## src/rtl/button_debounce_events.sv

```systemverilog
// Debounce and event extraction for active-low push buttons: synchronizes nbtn,
// filters bounce on a shared sample tick, and emits press/release/long/repeat pulses.
module button_debounce_events #(
  parameter int NUM_BTN      = 8,
  parameter int TICK_DIV     = 8000,
  parameter int STABLE_TICKS = 10,
  parameter int LONG_TICKS   = 500,
  parameter int REPEAT_TICKS = 100
) (
  input  logic               clk,
  input  logic               rst,
  input  logic [NUM_BTN-1:0] nbtn,
  output logic [NUM_BTN-1:0] btn_state,
  output logic [NUM_BTN-1:0] btn_press,
  output logic [NUM_BTN-1:0] btn_release,
  output logic [NUM_BTN-1:0] btn_long,
  output logic [NUM_BTN-1:0] btn_repeat,
  output logic               tick
);

  localparam int TW = (TICK_DIV > 1) ? $clog2(TICK_DIV) : 1;
  localparam int DW = $clog2(STABLE_TICKS + 1);
  localparam int HW = $clog2(LONG_TICKS + 1);
  localparam int RW = $clog2(REPEAT_TICKS + 1);

  localparam logic [TW-1:0] TICK_LAST = TW'(TICK_DIV - 1);
  localparam logic [DW-1:0] DEB_LAST  = DW'(STABLE_TICKS - 1);
  localparam logic [HW-1:0] HOLD_MAX  = HW'(LONG_TICKS);
  localparam logic [HW-1:0] HOLD_LAST = HW'(LONG_TICKS - 1);
  localparam logic [RW-1:0] REP_LAST  = RW'(REPEAT_TICKS - 1);

  logic [NUM_BTN-1:0] sync1, sync2;
  logic [NUM_BTN-1:0] pressed;
  logic [TW-1:0]      tick_cnt;

  logic [DW-1:0] deb_cnt   [NUM_BTN];
  logic [DW-1:0] deb_cnt_d [NUM_BTN];
  logic [HW-1:0] hold_cnt  [NUM_BTN];
  logic [HW-1:0] hold_cnt_d[NUM_BTN];
  logic [RW-1:0] rep_cnt   [NUM_BTN];
  logic [RW-1:0] rep_cnt_d [NUM_BTN];

  logic [NUM_BTN-1:0] state_d, press_d, release_d, long_d, repeat_d;

  assign pressed = ~sync2;

  // Per-button next state; everything holds except in tick cycles, and pulses default low.
  always_comb begin
    deb_cnt_d  = deb_cnt;
    hold_cnt_d = hold_cnt;
    rep_cnt_d  = rep_cnt;
    state_d    = btn_state;
    press_d    = '0;
    release_d  = '0;
    long_d     = '0;
    repeat_d   = '0;
    if (tick) begin
      for (int i = 0; i < NUM_BTN; i++) begin
        if (pressed[i] == btn_state[i]) begin
          deb_cnt_d[i] = '0;
        end else if (deb_cnt[i] == DEB_LAST) begin
          deb_cnt_d[i] = '0;
          state_d[i]   = ~btn_state[i];
          press_d[i]   = pressed[i];
          release_d[i] = ~pressed[i];
        end else begin
          deb_cnt_d[i] = deb_cnt[i] + DW'(1);
        end

        // An accepted edge in either direction restarts hold timing and suppresses repeats.
        if (press_d[i] || release_d[i] || !btn_state[i]) begin
          hold_cnt_d[i] = '0;
          rep_cnt_d[i]  = '0;
        end else if (hold_cnt[i] != HOLD_MAX) begin
          hold_cnt_d[i] = hold_cnt[i] + HW'(1);
          if (hold_cnt[i] == HOLD_LAST) begin
            long_d[i]    = 1'b1;
            rep_cnt_d[i] = '0;
          end
        end else if (rep_cnt[i] == REP_LAST) begin
          repeat_d[i]  = 1'b1;
          rep_cnt_d[i] = '0;
        end else begin
          rep_cnt_d[i] = rep_cnt[i] + RW'(1);
        end
      end
    end
  end

  // Synchronizers reset to released so a button held through reset reads as a fresh press.
  always_ff @(posedge clk) begin
    if (rst) begin
      sync1       <= '1;
      sync2       <= '1;
      tick_cnt    <= '0;
      tick        <= 1'b0;
      btn_state   <= '0;
      btn_press   <= '0;
      btn_release <= '0;
      btn_long    <= '0;
      btn_repeat  <= '0;
      for (int i = 0; i < NUM_BTN; i++) begin
        deb_cnt[i]  <= '0;
        hold_cnt[i] <= '0;
        rep_cnt[i]  <= '0;
      end
    end else begin
      sync1       <= nbtn;
      sync2       <= sync1;
      tick_cnt    <= (tick_cnt == TICK_LAST) ? '0 : tick_cnt + TW'(1);
      tick        <= (tick_cnt == TICK_LAST);
      btn_state   <= state_d;
      btn_press   <= press_d;
      btn_release <= release_d;
      btn_long    <= long_d;
      btn_repeat  <= repeat_d;
      for (int i = 0; i < NUM_BTN; i++) begin
        deb_cnt[i]  <= deb_cnt_d[i];
        hold_cnt[i] <= hold_cnt_d[i];
        rep_cnt[i]  <= rep_cnt_d[i];
      end
    end
  end

endmodule

```

## config.mk

```make
export PLATFORM = sky130hd
export DESIGN_NAME = button_debounce_events
export DESIGN_NICKNAME = d
export VERILOG_FILES = /design/src/rtl/button_debounce_events.sv
export SDC_FILE = /design/constraint.sdc
export NUM_CORES = 1
export LEC_CHECK = 0
export ABC_AREA = 1
export CORE_ASPECT_RATIO = 1.2
export CORE_MARGIN = 2
export CORE_UTILIZATION = 43
export CTS_CLUSTER_SIZE = 40
export DETAILED_ROUTE_END_ITERATION = 6
export HOLD_SLACK_MARGIN = 0.03
export PLACE_DENSITY = 0.62
export SLEW_MARGIN = 20
export SYNTH_ARGS = -nofsm -noshare
export SYNTH_HDL_FRONTEND = slang
export SYNTH_SLANG_ARGS = --single-unit
export TNS_END_PERCENT = 1
```

## constraint.sdc

```tcl
create_clock -name clk -period 1.5 [get_ports clk]
set_input_delay 0.3 -clock clk [delete_from_list [all_inputs] [get_ports clk]]
set_output_delay 0.3 -clock clk [all_outputs]
set_load 0.02 [all_outputs]
```

# ---- Word-level counts from Yosys, hierarchy flattened
# Cells that the tools add are included.
dict set report op_classes {
  n_addsub 25
  multipliers 0
  div 0
  magnitude_cmp 0
  eq_ne 49
  shift 0
  muxes 128
  bitwise_logic 34
  reduce_logical 74
}
# cell n
set op_table {}
lappend op_table {{$mux W7} 32}
lappend op_table {{$mux W9} 16}
lappend op_table {{$add A9 B1 Y9 const B} 8}
lappend op_table {{$eq A9 B9 Y1 const B} 8}
lappend op_table {{$ne A9 B9 Y1 const B} 8}
lappend op_table {{$mux W1} 64}
lappend op_table {{$mux W4} 16}
lappend op_table {{$reduce_or A4 Y1} 16}
lappend op_table {{$add A7 B1 Y7 const B} 8}
lappend op_table {{$eq A7 B7 Y1 const B} 8}
lappend op_table {{$not A1 Y1} 33}
lappend op_table {{$add A4 B1 Y4 const B} 8}
lappend op_table {{$eq A4 B4 Y1 const B} 8}
lappend op_table {{$reduce_and A2 Y1} 16}
lappend op_table {{$ne A3 B2 Y1 const B} 8}
lappend op_table {{$reduce_and A3 Y1} 8}
lappend op_table {{$logic_or A1 B1 Y1} 16}
lappend op_table {{$reduce_bool A2 Y1} 8}
lappend op_table {{$add A13 B1 Y13 const B} 1}
lappend op_table {{$eq A13 B13 Y1 const B} 1}
lappend op_table {{$eq A1 B1 Y1} 8}
lappend op_table {{$logic_not A1 Y1} 8}
lappend op_table {{$not A8 Y8} 1}
lappend op_table {{$reduce_or A2 Y1} 2}
dict set report totals {
  reg_bits 230
  latch_bits 0
  ramBits 0
  rom_bits 0
  out_inout_bits 41
  wordCells 364
  n_memories 0
}

# ---- Longest topological paths before layout
dict set report logic_depth {
  ltp_word 9
  ltp_mapped 12
}

# ---- Least setup slack after synthesis
# Ideal clock, no wire load.
dict set report synth_timing {
  path_type {register to register}
  startpoint {register deb_cnt[24] (netlist name)}
  endpoint {register hold_cnt[59] (netlist name)}
  setup_time_ns 0.135
  arrival_ns 1.378
  setup_slack_ns -0.012
  stages_incl_launch_ff 11
  path_buffers 0
  period_less_slack_ns 1.512
  cell_sequence {dfxtp_1 ha_1 nand2_1 nor2_2 nand2_1 nand2_1 nor2_4 nor2_8 clkinv_4 nand2_1 a21oi_2}
}
dict set report synth_via {
  elab_chain_len 8
  elab_cells_between_ends 12
}
# item line_no
set synth_lines {}
lappend synth_lines {{start, declared} 36} ;# logic [DW-1:0] deb_cnt [NUM_BTN];
lappend synth_lines {{start signal, assigned by index} 118} ;# deb_cnt[i] <= deb_cnt_d[i];
lappend synth_lines {{$eq A4 B4 Y1 (*)} 61} ;# end else if (deb_cnt[i] == DEB_LAST) begin
lappend synth_lines {{$mux W1} 61}
lappend synth_lines {{$mux W1} 59} ;# if (pressed[i] == btn_state[i]) begin
lappend synth_lines {{$mux W1} 57} ;# if (tick) begin
lappend synth_lines {{$logic_or A1 B1 Y1 (*) (2 in a row)} 71} ;# if (press_d[i] || release_d[i] || !btn_state[i]) begin
lappend synth_lines {{$reduce_bool A2 Y1 (no source line)} -}
lappend synth_lines {{$reduce_and A2 Y1 (no source line)} -}
lappend synth_lines {{end signal, assigned by index} 119} ;# hold_cnt[i] <= hold_cnt_d[i];
lappend synth_lines {{end, declared} 38} ;# logic [HW-1:0] hold_cnt [NUM_BTN];
# Every way passes the cells marked *; elsewhere a longest branch is shown, timed or not. The select of a mux whose other input is x is not followed.
# A chain may end at the register's enable or synchronous reset.

# ---- Final worst setup path
dict set report layout_timing {
  startpoint {register deb_cnt[1] (netlist name)}
  endpoint {register hold_cnt[5] (netlist name)}
}
# Same word-level chain as after synthesis.

==> flow_summary.ini <==
[run_status]
status = finished with violations
violations = setup timing

[pwr]
p_leak_nw = 6.048
power_density_nw_per_um2 = 837.4
finalPower_mw = 13.14
peakVddDrop_mv = 0.7651

[floorplan]
die_y_um = 187.5
row_count = 67
die-area_um2 = 29430
io-pin-count = 51
design.core.area_um2 = 27750
die_w_um = 156.9
start_util_pct = 43.50

[synth]
yosys_warnings = 0
synthTopCellsByCount = nand2_1 (438), dfxtp_1 (230), nor2_1 (220), inv_1 (166), nand3_1 (132)
yosysMostFrequentCell = nand2_1
ys_seq_area_share_pct = 38.15
syn_nets = 1764
synth_area_leaders = dfxtp_1 (38%), nand2_1 (14%), nor2_1 (6.8%)
async_flop_share_pct = 0
synth_top_area_cell = dfxtp_1
ys.flop_type = dfxtp_1
synth_edf_count = 0
ys_seq_elements = 230
syn_area_um2 = 12070
netlist.area_leader.share_pct = 38.15
synth.distinct_cells = 39
syn_inst = 1713
syn_area_per_cell_um2 = 7.046

[grt]
overflow = 0
grt_pass1_wl_mm = 48.13
grt_pass1_vias = 10840
antenna_found_initial = 0
grt_util_all_layers_pct = 19.09
grt_max_degree = 84

[clocking]
clk_path_buf_depth = 3
clk_pin_slew_worst_paths_ns = 0.06
cts_made_buffers = 27
clk_latency_ns = 0.53
root_buffer = clkbuf_16
clock-sinks = 230
hold_buffers = 0
cts_tree = yes
cts.htree.levels = 1

[route]
avgViaCountPerCell = 4.889
finalWirelength_mm = 28.15
drt_iter0_markers = 545
dr.pass1.iters = 5
num_vias = 11330
antenna_left = 0
wl_per_cell_um = 12.15
drc_errors = 0

[critical_path]
crit_top_cell = nor2_4
cp-end-kind = flop
max_stage_delay_ns = 0.32
reg2reg_from = deb_cnt[1]
critPathKind = flop to flop
slowest_stage = dfxtp_2
crit_fanout = 7
cp_data_required_time_ns = 1.96
crit_path_start_kind = flop
cp_cell_sequence = inv_2, ha_4, nand2_4, nor2_4, nand2_2, nand2_2, nor2_4, buf_6, nor2_4, nand3_2, a21oi_2
cp-startpoint = deb_cnt[1]
critical_path_arrival_ns = 2.06

[final_layout]
layout-drive-gt1-share_pct = 24.25
num-fill-cells = 2592
final_nets = 1969
syn_to_final_growth_pct = 30.04
antenna_cells = 0

[place]
dp_slack_ns = -0.1230
portBuffers = 50
place.gp.congestion = 0.8935
hpwl_mm = 19.37

[sta]
fin_crit_ns = 1.597
clock.fmax_mhz = 626.1
timing.final.ws_setup_ns = -0.09718
rsz0062_at_grt = yes
drv_slew = 0
worst_clock_skew_ns = 0.01060
slew_headroom_pct = 72.74
worstMarginPinSlew_ns = 0.4088
period_share_pct = 106.5
hold_viol = 0
setup_viol = 9

[hold_path]
holdCritStartpoint = rst
min_path_type = input pin to flop

[job]
cap_viol_max_count = 0
registers in the layout (all words and copies together) (netlist names), 8 cells and up:
signal and count:
btn_long 8, tick_cnt 13, btn_state 8, sync2 8
sync1 8, deb_cnt 32, hold_cnt 72, btn_release 8
btn_repeat 8, btn_press 8, rep_cnt 56
critical path: cells and delay by family, from the launching register on:
kind	cells	cell delay, ns
compound gates	1	0.13
buf+inv	2	0.18
simple gates	7	0.77
flops	1	0.32
fa+ha+maj	1	0.14
power breakdown:
part / switching, mW / internal (mW)
registers: 0.0211 / 6.13
clock network: 2.59 / 4.19
logic: 0.134 / 0.0752
cells in the final DEF (no fill, tap or decap), types with 19 or more instances in the layout:
master,instances
nor2_4,21
nor4_1,21
dfxtp_1,199
nor2_1,210
dfxtp_2,28
a21oi_1,106
a21oi_2,19
buf_4,148
nand3_1,118
nand4_1,30
inv_1,145
nand2_4,19
xor2_1,53
clkbuf_16,27
ha_1,31
inv_2,25
xnor2_1,20
nor3_1,27
nand2_2,26
nand2_1,413
o21ai_0,21
final cells by class:
| type | instances | area (um^2) | share of cell area (%) |
|---|---|---|---|
| clock buffers | 35 | 745.7 | 4.751 |
| clock inverters | 14 | 185.2 | 1.180 |
| inverters | 183 | 734.5 | 4.679 |
| multi-input cells | 1262 | 7106 | 45.27 |
| flip-flops and latches | 230 | 4651 | 29.63 |
| well taps | 379 | 474.2 | 3.021 |
| repair buffers | 214 | 1800 | 11.47 |
logic make-up (layout without fill, tap and decap cells):
group           count (synthesis)  in the layout  share of synthesized area (%)
simple gates                  965            966                          36.34
xor+xnor                       73             73                          5.297
fa+ha+maj                      41             41                          4.250
buf+inv                       222            446                          7.256
compound gates                182            182                          8.707
flops                         230            230                          38.15
per-layer routing:
layer,part of all wire [%],track usage [%],vias to the layer above
met1,45,23.09,5215
met3,2.9,2.288,51
met2,50,35.04,129
met5,0,0,-
met4,2.3,5.575,0
li1,-,-,5933
through the flow:
stage	util [%]	instance area, um^2	instances	TNS [ns]	hold WS [ns]
floorplan	-	12080	1713	-0.006785	0.3895
global placement	51.03	14160	2262	-1.291	0.3933
detailed placement	51.03	14160	2262	-4.807	0.3941
CTS	54.85	15220	2311	-1.014	0.2588
global route	56.57	15700	2317	-8.040	0.2823
finish	56.57	15700	2317	-0.5028	0.2792
path summary, 6_finish.rpt:
kind	to	slack (ns)	depth (start not counted)
min reg2reg	sync2[1]	0.41	1
max	hold_cnt[5]	-0.1	11
max reg2reg	hold_cnt[5]	-0.1	11
min	rep_cnt[48]	0.28	3
what timing repair did:
| item | CTS | global route |
|---|---|---|
| setup buffers | 0 | 5 |
| resized for setup | 134 | 162 |
| endpoints found under the setup margin | 163 | 183 |
| pin swaps | 4 | 26 |
| hold endpoints to repair | 0 | 0 |
| cloned | 0 | 1 |
(Power assumes the default switching activity.)
